`src/rtl/dm_port_arbiter_pkg.sv`:
```
// Shared types and codes for the data-memory port arbiter.
// Latency: n/a (declarations only).
// Backpressure: n/a.
package dm_arb_pkg;

    // Sequencer states; one access is in flight at a time.
    typedef enum logic [2:0] {
        IDLE = 3'd0,
        RD   = 3'd1,
        WAIT = 3'd2,
        WR   = 3'd3,
        ERR  = 3'd4
    } state_t;

    // Access size codes as presented on the requester ports.
    localparam logic [1:0] SZ_LOAD = 2'd0;
    localparam logic [1:0] SZ_WORD = 2'd1;
    localparam logic [1:0] SZ_HALF = 2'd2;
    localparam logic [1:0] SZ_BYTE = 2'd3;

    // Requester identities, as stored in the last-grant register.
    localparam logic CPU = 1'b0;
    localparam logic DMA = 1'b1;

    // First state after a grant: word stores skip the read, odd half
    // stores are rejected, everything else reads the word first.
    function automatic state_t entry_state(input logic [1:0] size, input logic addr_b0);
        state_t st;
        st = RD;
        if (size == SZ_WORD) begin
            st = WR;
        end else if ((size == SZ_HALF) && addr_b0) begin
            st = ERR;
        end
        return st;
    endfunction

endpackage

```
`src/rtl/dm_port_arbiter_if.sv`:
```
// Bundles both requester ports and the SRAM port of the arbiter.
// Latency: n/a (wiring only).
// Backpressure: requesters hold req and fields stable until their ack pulse.
interface dm_port_arbiter_if #(
    parameter int ADDR_W = 12
);
    // CPU requester
    logic              c_req;
    logic [1:0]        c_size;
    logic [31:0]       c_addr;
    logic [31:0]       c_wdata;
    logic              c_ack;
    logic              c_err;
    logic [31:0]       c_rdata;

    // DMA / loader requester
    logic              d_req;
    logic [1:0]        d_size;
    logic [31:0]       d_addr;
    logic [31:0]       d_wdata;
    logic              d_ack;
    logic              d_err;
    logic [31:0]       d_rdata;

    // Single-port word-wide SRAM
    logic              m_en;
    logic              m_we;
    logic [ADDR_W-1:0] m_addr;
    logic [31:0]       m_wdata;
    logic [31:0]       m_rdata;

    // Requesters and the memory array: drive requests and read data.
    modport master (
        output c_req, c_size, c_addr, c_wdata,
        input  c_ack, c_err, c_rdata,
        output d_req, d_size, d_addr, d_wdata,
        input  d_ack, d_err, d_rdata,
        input  m_en, m_we, m_addr, m_wdata,
        output m_rdata
    );

    // The arbiter itself.
    modport slave (
        input  c_req, c_size, c_addr, c_wdata,
        output c_ack, c_err, c_rdata,
        input  d_req, d_size, d_addr, d_wdata,
        output d_ack, d_err, d_rdata,
        output m_en, m_we, m_addr, m_wdata,
        input  m_rdata
    );

endinterface

```
`src/rtl/dm_port_arbiter_store_merge.sv`:
```
// Merges sub-word store data into the word read back from memory.
// Latency: purely combinational.
// Backpressure: none.
module store_merge (
    input  logic [31:0] old_word,
    input  logic [31:0] wdata,
    input  logic [1:0]  size,
    input  logic [1:0]  lane,
    output logic [31:0] merged
);
    import dm_arb_pkg::*;

    // Replace only the addressed half or byte lane; loads pass the old word through.
    always_comb begin
        merged = old_word;
        case (size)
            SZ_WORD: merged = wdata;
            SZ_HALF: begin
                if (lane[1]) begin
                    merged[31:16] = wdata[15:0];
                end else begin
                    merged[15:0] = wdata[15:0];
                end
            end
            SZ_BYTE: merged[{lane, 3'b000} +: 8] = wdata[7:0];
            default: merged = old_word;
        endcase
    end

endmodule

```
`src/rtl/dm_port_arbiter.sv`:
```
// Round-robin CPU/DMA arbiter for one word-write SRAM port, doing RMW for half/byte stores.
// Latency: word store or misaligned half 1 cycle, load 2, half/byte store 3 after the grant cycle.
// Backpressure: requests are only sampled in IDLE; a requester waits with req held until its ack.
module dm_port_arbiter #(
    parameter int ADDR_W = 12
) (
    input  logic             clk,
    input  logic             clr_n,
    dm_port_arbiter_if.slave bus
);
    import dm_arb_pkg::*;

    // Registered state and the latched request
    state_t            state_q, state_d;
    logic              last_gnt_q, last_gnt_d;
    logic [1:0]        size_q, size_d;
    logic [ADDR_W+1:0] addr_q, addr_d;
    logic [31:0]       wdata_q, wdata_d;
    logic [31:0]       merged_q, merged_d;

    // Arbitration result for the current IDLE cycle
    logic              gnt;
    logic [1:0]        req_size;
    logic [ADDR_W+1:0] req_addr;
    logic [31:0]       req_wdata;

    logic [31:0]       merge_word;
    logic              ack;
    logic              err;
    logic              rdata_vld;

    // Byte address bits above the memory size are ignored by design.
    logic              addr_hi_unused;
    assign addr_hi_unused = ^{bus.c_addr[31:ADDR_W+2], bus.d_addr[31:ADDR_W+2]};

    // Round-robin pick: on contention the requester that did not win last time goes next
    always_comb begin
        if (bus.c_req && bus.d_req) begin
            gnt = ~last_gnt_q;
        end else if (bus.c_req) begin
            gnt = CPU;
        end else begin
            gnt = DMA;
        end
        req_size  = (gnt == CPU) ? bus.c_size               : bus.d_size;
        req_addr  = (gnt == CPU) ? bus.c_addr[ADDR_W+1:0]   : bus.d_addr[ADDR_W+1:0];
        req_wdata = (gnt == CPU) ? bus.c_wdata              : bus.d_wdata;
    end

    // Old word from the read cycle merged with the latched sub-word data
    store_merge u_store_merge (
        .old_word (bus.m_rdata),
        .wdata    (wdata_q),
        .size     (size_q),
        .lane     (addr_q[1:0]),
        .merged   (merge_word)
    );

    // Sequencer: grant and latch in IDLE, then walk the read / write steps
    always_comb begin
        state_d    = state_q;
        last_gnt_d = last_gnt_q;
        size_d     = size_q;
        addr_d     = addr_q;
        wdata_d    = wdata_q;
        merged_d   = merged_q;
        case (state_q)
            IDLE: begin
                if (bus.c_req || bus.d_req) begin
                    last_gnt_d = gnt;
                    size_d     = req_size;
                    addr_d     = req_addr;
                    wdata_d    = req_wdata;
                    state_d    = entry_state(req_size, req_addr[0]);
                end
            end
            RD: begin
                state_d = WAIT;
            end
            WAIT: begin
                // Memory read data is valid here; stores capture the merged word
                // so the write cycle does not depend on m_rdata holding.
                if (size_q == SZ_LOAD) begin
                    state_d = IDLE;
                end else begin
                    merged_d = merge_word;
                    state_d  = WR;
                end
            end
            WR: begin
                state_d = IDLE;
            end
            ERR: begin
                state_d = IDLE;
            end
            default: begin
                state_d = IDLE;
            end
        endcase
    end

    // All state and latched fields; reset abandons any access in flight
    always_ff @(posedge clk or negedge clr_n) begin
        if (!clr_n) begin
            state_q    <= IDLE;
            last_gnt_q <= DMA;
            size_q     <= '0;
            addr_q     <= '0;
            wdata_q    <= '0;
            merged_q   <= '0;
        end else begin
            state_q    <= state_d;
            last_gnt_q <= last_gnt_d;
            size_q     <= size_d;
            addr_q     <= addr_d;
            wdata_q    <= wdata_d;
            merged_q   <= merged_d;
        end
    end

    // Completion flags decode from the state; only the granted requester sees them
    always_comb begin
        rdata_vld   = (state_q == WAIT) && (size_q == SZ_LOAD);
        ack         = rdata_vld || (state_q == WR) || (state_q == ERR);
        err         = (state_q == ERR);

        bus.c_ack   = ack && (last_gnt_q == CPU);
        bus.d_ack   = ack && (last_gnt_q == DMA);
        bus.c_err   = err && (last_gnt_q == CPU);
        bus.d_err   = err && (last_gnt_q == DMA);
        bus.c_rdata = (rdata_vld && (last_gnt_q == CPU)) ? bus.m_rdata : '0;
        bus.d_rdata = (rdata_vld && (last_gnt_q == DMA)) ? bus.m_rdata : '0;
    end

    // Memory strobes follow the state; address and data always come from the latch
    always_comb begin
        bus.m_en    = (state_q == RD) || (state_q == WR);
        bus.m_we    = (state_q == WR);
        bus.m_addr  = addr_q[ADDR_W+1:2];
        bus.m_wdata = (size_q == SZ_WORD) ? wdata_q : merged_q;
    end

endmodule
```
`src/flat_wrapper.sv`:
```
// flat-port wrapper written by rule: the top's interface ports become plain ports
module dm_port_arbiter_flat import dm_arb_pkg::*;
#(
    parameter int ADDR_W = 12
)
  (clk, clr_n, bus_c_req, bus_c_size, bus_c_addr, bus_c_wdata, bus_c_ack, bus_c_err, bus_c_rdata, bus_d_req, bus_d_size, bus_d_addr, bus_d_wdata, bus_d_ack, bus_d_err, bus_d_rdata, bus_m_en, bus_m_we, bus_m_addr, bus_m_wdata, bus_m_rdata);
  dm_port_arbiter_if #(.ADDR_W(ADDR_W)) bus_i ();
  input  logic clk;
  input  logic clr_n;
  input wire logic [$bits(bus_i.c_req)-1:0] bus_c_req;
  input wire logic [$bits(bus_i.c_size)-1:0] bus_c_size;
  input wire logic [$bits(bus_i.c_addr)-1:0] bus_c_addr;
  input wire logic [$bits(bus_i.c_wdata)-1:0] bus_c_wdata;
  output wire logic [$bits(bus_i.c_ack)-1:0] bus_c_ack;
  output wire logic [$bits(bus_i.c_err)-1:0] bus_c_err;
  output wire logic [$bits(bus_i.c_rdata)-1:0] bus_c_rdata;
  input wire logic [$bits(bus_i.d_req)-1:0] bus_d_req;
  input wire logic [$bits(bus_i.d_size)-1:0] bus_d_size;
  input wire logic [$bits(bus_i.d_addr)-1:0] bus_d_addr;
  input wire logic [$bits(bus_i.d_wdata)-1:0] bus_d_wdata;
  output wire logic [$bits(bus_i.d_ack)-1:0] bus_d_ack;
  output wire logic [$bits(bus_i.d_err)-1:0] bus_d_err;
  output wire logic [$bits(bus_i.d_rdata)-1:0] bus_d_rdata;
  output wire logic [$bits(bus_i.m_en)-1:0] bus_m_en;
  output wire logic [$bits(bus_i.m_we)-1:0] bus_m_we;
  output wire logic [$bits(bus_i.m_addr)-1:0] bus_m_addr;
  output wire logic [$bits(bus_i.m_wdata)-1:0] bus_m_wdata;
  input wire logic [$bits(bus_i.m_rdata)-1:0] bus_m_rdata;
  assign bus_i.c_req = bus_c_req;
  assign bus_i.c_size = bus_c_size;
  assign bus_i.c_addr = bus_c_addr;
  assign bus_i.c_wdata = bus_c_wdata;
  assign bus_c_ack = bus_i.c_ack;
  assign bus_c_err = bus_i.c_err;
  assign bus_c_rdata = bus_i.c_rdata;
  assign bus_i.d_req = bus_d_req;
  assign bus_i.d_size = bus_d_size;
  assign bus_i.d_addr = bus_d_addr;
  assign bus_i.d_wdata = bus_d_wdata;
  assign bus_d_ack = bus_i.d_ack;
  assign bus_d_err = bus_i.d_err;
  assign bus_d_rdata = bus_i.d_rdata;
  assign bus_m_en = bus_i.m_en;
  assign bus_m_we = bus_i.m_we;
  assign bus_m_addr = bus_i.m_addr;
  assign bus_m_wdata = bus_i.m_wdata;
  assign bus_i.m_rdata = bus_m_rdata;
  dm_port_arbiter #(.ADDR_W(ADDR_W)) u_core (.clk(clk), .clr_n(clr_n), .bus(bus_i));
endmodule
```
`config.mk`:
```
export PLATFORM = sky130hd
export DESIGN_NAME = dm_port_arbiter_flat
export DESIGN_NICKNAME = d
export VERILOG_FILES = /design/src/rtl/dm_port_arbiter_pkg.sv /design/src/rtl/dm_port_arbiter_if.sv /design/src/rtl/dm_port_arbiter_store_merge.sv /design/src/rtl/dm_port_arbiter.sv /design/src/flat_wrapper.sv
export SDC_FILE = /design/constraint.sdc
export NUM_CORES = 1
export LEC_CHECK = 0
export BUFFER_PORTS_ARGS = -buffer_cell sky130_fd_sc_hd__buf_2
export CORE_AREA = 2 2 109 111
export DETAILED_ROUTE_END_ITERATION = 10
export DIE_AREA = 0 0 111 113
export PLACE_DENSITY = 0.86
export SYNTH_ARGS = -nofsm -noshare
export SYNTH_HDL_FRONTEND = slang
export SYNTH_SLANG_ARGS = --single-unit
```
`constraint.sdc`:
```
create_clock -name clk -period 5 [get_ports clk]
set_clock_uncertainty 0.05 [all_clocks]
set_input_delay 0.5 -clock clk [delete_from_list [all_inputs] [get_ports clk]]
set_output_delay 0.5 -clock clk [all_outputs]
set_load 0.02 [all_outputs]
```
==> flow_metrics.py <==
metrics = {
    "clocking": {
        "cts_max_level": 3,
        "cts_tree": "yes",
        "cts_setup_buffers": 0,
        "clkSlewWorstSetupHoldPaths_ns": 0.06,
        "ctsResizeCount": 0,
        "clockBufferDepth": 2,
        "root_buffer": "clkbuf_16",
        "numClockSinks": 84,
        "clk-insertion-delay-late_ns": 0.33,
        "cts_hold_buf": 0,
        "cts_made_buffers": 9,
    },
    "placement": {
        "place.gp.congestion": 0.875,
        "dp_cells": 967,
        "io_buffers": 245,
        "hpwl_um": 12400,
        "pre_cts_ws_ns": 1.75,
    },
    "synthesis": {
        "syn-cell-area_mm2": 0.00562,
        "yosys_warnings": 0,
        "synth_area_leaders": "dfrtp_1 37%, mux2i_1 12%, nor2_1 7.0%",
        "synth_cell_types": 42,
        "yosysTopAreaCell": "dfrtp_1",
        "yosys.area.top_type_share": 0.370,
        "avgSynthCellArea_um2": 8.83,
        "ys_async_sr_fraction": 1.00,
        "synth_edf_count": 0,
        "synth_flop_cell": "dfrtp_1",
        "yosysSeqAreaShare": 0.374,
        "syn_inst": 636,
        "synth-seq-cells": 84,
        "synth_fp_nets": 809,
    },
    "power": {
        "p_per_area_mw_per_mm2": 677,
        "p_seq_frac": 0.302,
        "switchingPower_mw": 2.26,
        "combinationalPowerShare": 0.545,
        "p_clk_frac": 0.153,
        "p_int_mw": 2.53,
        "peakVddDrop_v": 0.000351,
        "sw_frac_of_total": 0.472,
        "p_leak_nw": 3.45,
    },
    "global_routing": {
        "grt_pass1_vias": 5185,
        "overflow": 0,
        "grt_pass1_wl_um": 26500,
        "grtUsageTotal": 0.264,
        "grt_max_degree": 85,
        "antenna_found_initial": 0,
    },
    "timing": {
        "tightest_slew_ns": 1.07,
        "timing.final.ws_setup_ns": 1.38,
        "finalSetupViolCount": 0,
        "rsz0062_at_grt": "false",
        "timing.fmax_ghz": 0.276,
        "slew-limit-headroom": 0.284,
        "holdWs_ns": 0.278,
        "fin_setup_tns_ns": 0,
        "period_minus_slack_ns": 3.62,
        "drv_slew": 0,
        "finalCritPeriodShare": 0.725,
        "hold_violations": 0,
    },
    "critical_path": {
        "cp.arrival_ns": 3.07,
        "critPathCaptureType": "output pin",
        "r2r_slack_ns": 2.00,
        "startpoint": "u_core.size_q[0]",
        "cp_max_fo": 32,
        "critPathLaunchType": "flop",
        "worst-setup-path-type": "reg2out",
        "timing.rr.start": "u_core.addr_q[1]",
        "cp_data_required_time_ns": 4.45,
    },
    "cells_and_area": {
        "nFillCells": 989,
        "fin_cells": 983,
        "area_growth_pct": 26.0,
        "final_cell_mix": "244 x buf_2, 105 x nor2_1, 83 x dfrtp_1",
        "final_layout_size_suffix_gt1_frac": 0.379,
        "layout.nets": 1008,
        "final_common_cell": "buf_2",
        "antenna_cells": 0,
    },
    "hold_path": {
        "min_path_type": "in2async",
    },
    "die": {
        "ioPinCount": 282,
        "fp.dieH_um": 113,
        "die-area_mm2": 0.0125,
        "core_area_mm2": 0.0113,
        "fp.dieW_um": 111,
        "rows": 39,
        "initial_core_util": 0.498,
    },
    "drt": {
        "vias_per_cell": 5.61,
        "antenna_left": 0,
        "drtIter0Drc": 313,
        "vias": 5519,
        "drc_errors": 0,
        "wirelength_um": 17000,
        "drt_pass1_iterations": 6,
        "avgRoutedWirePerCell_um": 17.3,
    },
    "outcome": {
        "status": "complete, no violations",
    },
    "flow_run": {
        "cap_violations": 0,
    },
}
[flip-flops by register name (all words and copies together) (netlist names)]
name               cells
u_core.state_q         3
u_core.addr_q         14
u_core.size_q          2
u_core.wdata_q        32
u_core.last_gnt_q      1
u_core.merged_q       32
[power groups by stage]
stage | Combinational, mW | Sequential, mW | Clock (mW)
6_report | 2.61 | 1.45 | 0.733
5_1_grt | 2.85 | 1.50 | 0.771
4_1_cts | 2.61 | 1.44 | 0.737
3_5_place_dp | 2.59 | 1.45 | 0
3_3_place_gp | 2.54 | 1.44 | 0
2_1_floorplan | 2.14 | 1.23 | 0
[kinds of logic after synthesis]
family | share of synthesized area
adder cells (fa/ha/maj) | 0.0111
flip-flops | 0.374
AND/OR/NAND/NOR | 0.188
AO/OA/AOI/OAI | 0.170
multiplexers | 0.180
buffers and inverters | 0.0760
[worst max-delay path: stages, from the launching register on]
cell	delay (ns)
dfrtp_1	0.48
nor2_1	0.36
nand2_1	0.68
nor2_2	0.82
and2_1	0.24
buf_2	0.17
[layer usage]
metal  up-vias  share of wire  GRT usage
met3        31          0.056     0.0316
met4         0          0.022      0.103
met1      2596           0.42      0.348
met2       246           0.50      0.449
met5         -              0          0
li1       2646              -          -
[path summary, 6_finish.rpt]
check                           depth (start not counted)             endpoint
worst min register to register                          2     u_core.addr_q[2]
min in group clk                                        3  u_core.merged_q[24]
worst max register to register                          6   u_core.merged_q[9]
worst max-delay path                                    5       bus_d_rdata[4]
worst min-delay path                                    1   u_core.wdata_q[17]
max in group asynchronous                               1   u_core.wdata_q[15]
[synth_stat cells, types with 3 or more instances]
| master | number |
|---|---|
| buf_2 | 24 |
| a32oi_1 | 8 |
| nor2_2 | 3 |
| nor3_1 | 30 |
| inv_1 | 20 |
| a21oi_1 | 73 |
| nand3b_1 | 5 |
| nand2b_1 | 3 |
| buf_6 | 3 |
| nand2_1 | 32 |
| buf_4 | 16 |
| clkbuf_1 | 14 |
| a221oi_1 | 11 |
| o32ai_1 | 4 |
| dfrtp_1 | 83 |
| o22ai_2 | 8 |
| nor2_1 | 105 |
| nor2b_1 | 6 |
| mux2_2 | 32 |
| o22ai_1 | 3 |
| a31oi_1 | 13 |
| buf_1 | 4 |
| mux2i_1 | 65 |
| ha_1 | 5 |
| o21ai_0 | 3 |
| a222oi_1 | 8 |
| and2_1 | 36 |
[stage by stage]
stage	instance area [um^2]	total power, mW	util
floorplan	5620	3.38	-
finish	7080	4.79	0.628
global placement	6750	3.98	0.599
CTS	7080	4.79	0.628
global route	7080	5.11	0.628
detailed placement	6750	4.05	0.599
[area by class of cell]
class                      count  area, um^2  area share
tap                          143         179      0.0253
sequential                    84        2100       0.297
clock inverter                 5        85.1      0.0120
timing repair buffer         251        1270       0.180
inverter                      20        75.1      0.0106
clock buffer                  11         243      0.0343
multi-input combinational    469        3120       0.441
(Power assumes the default switching activity.)
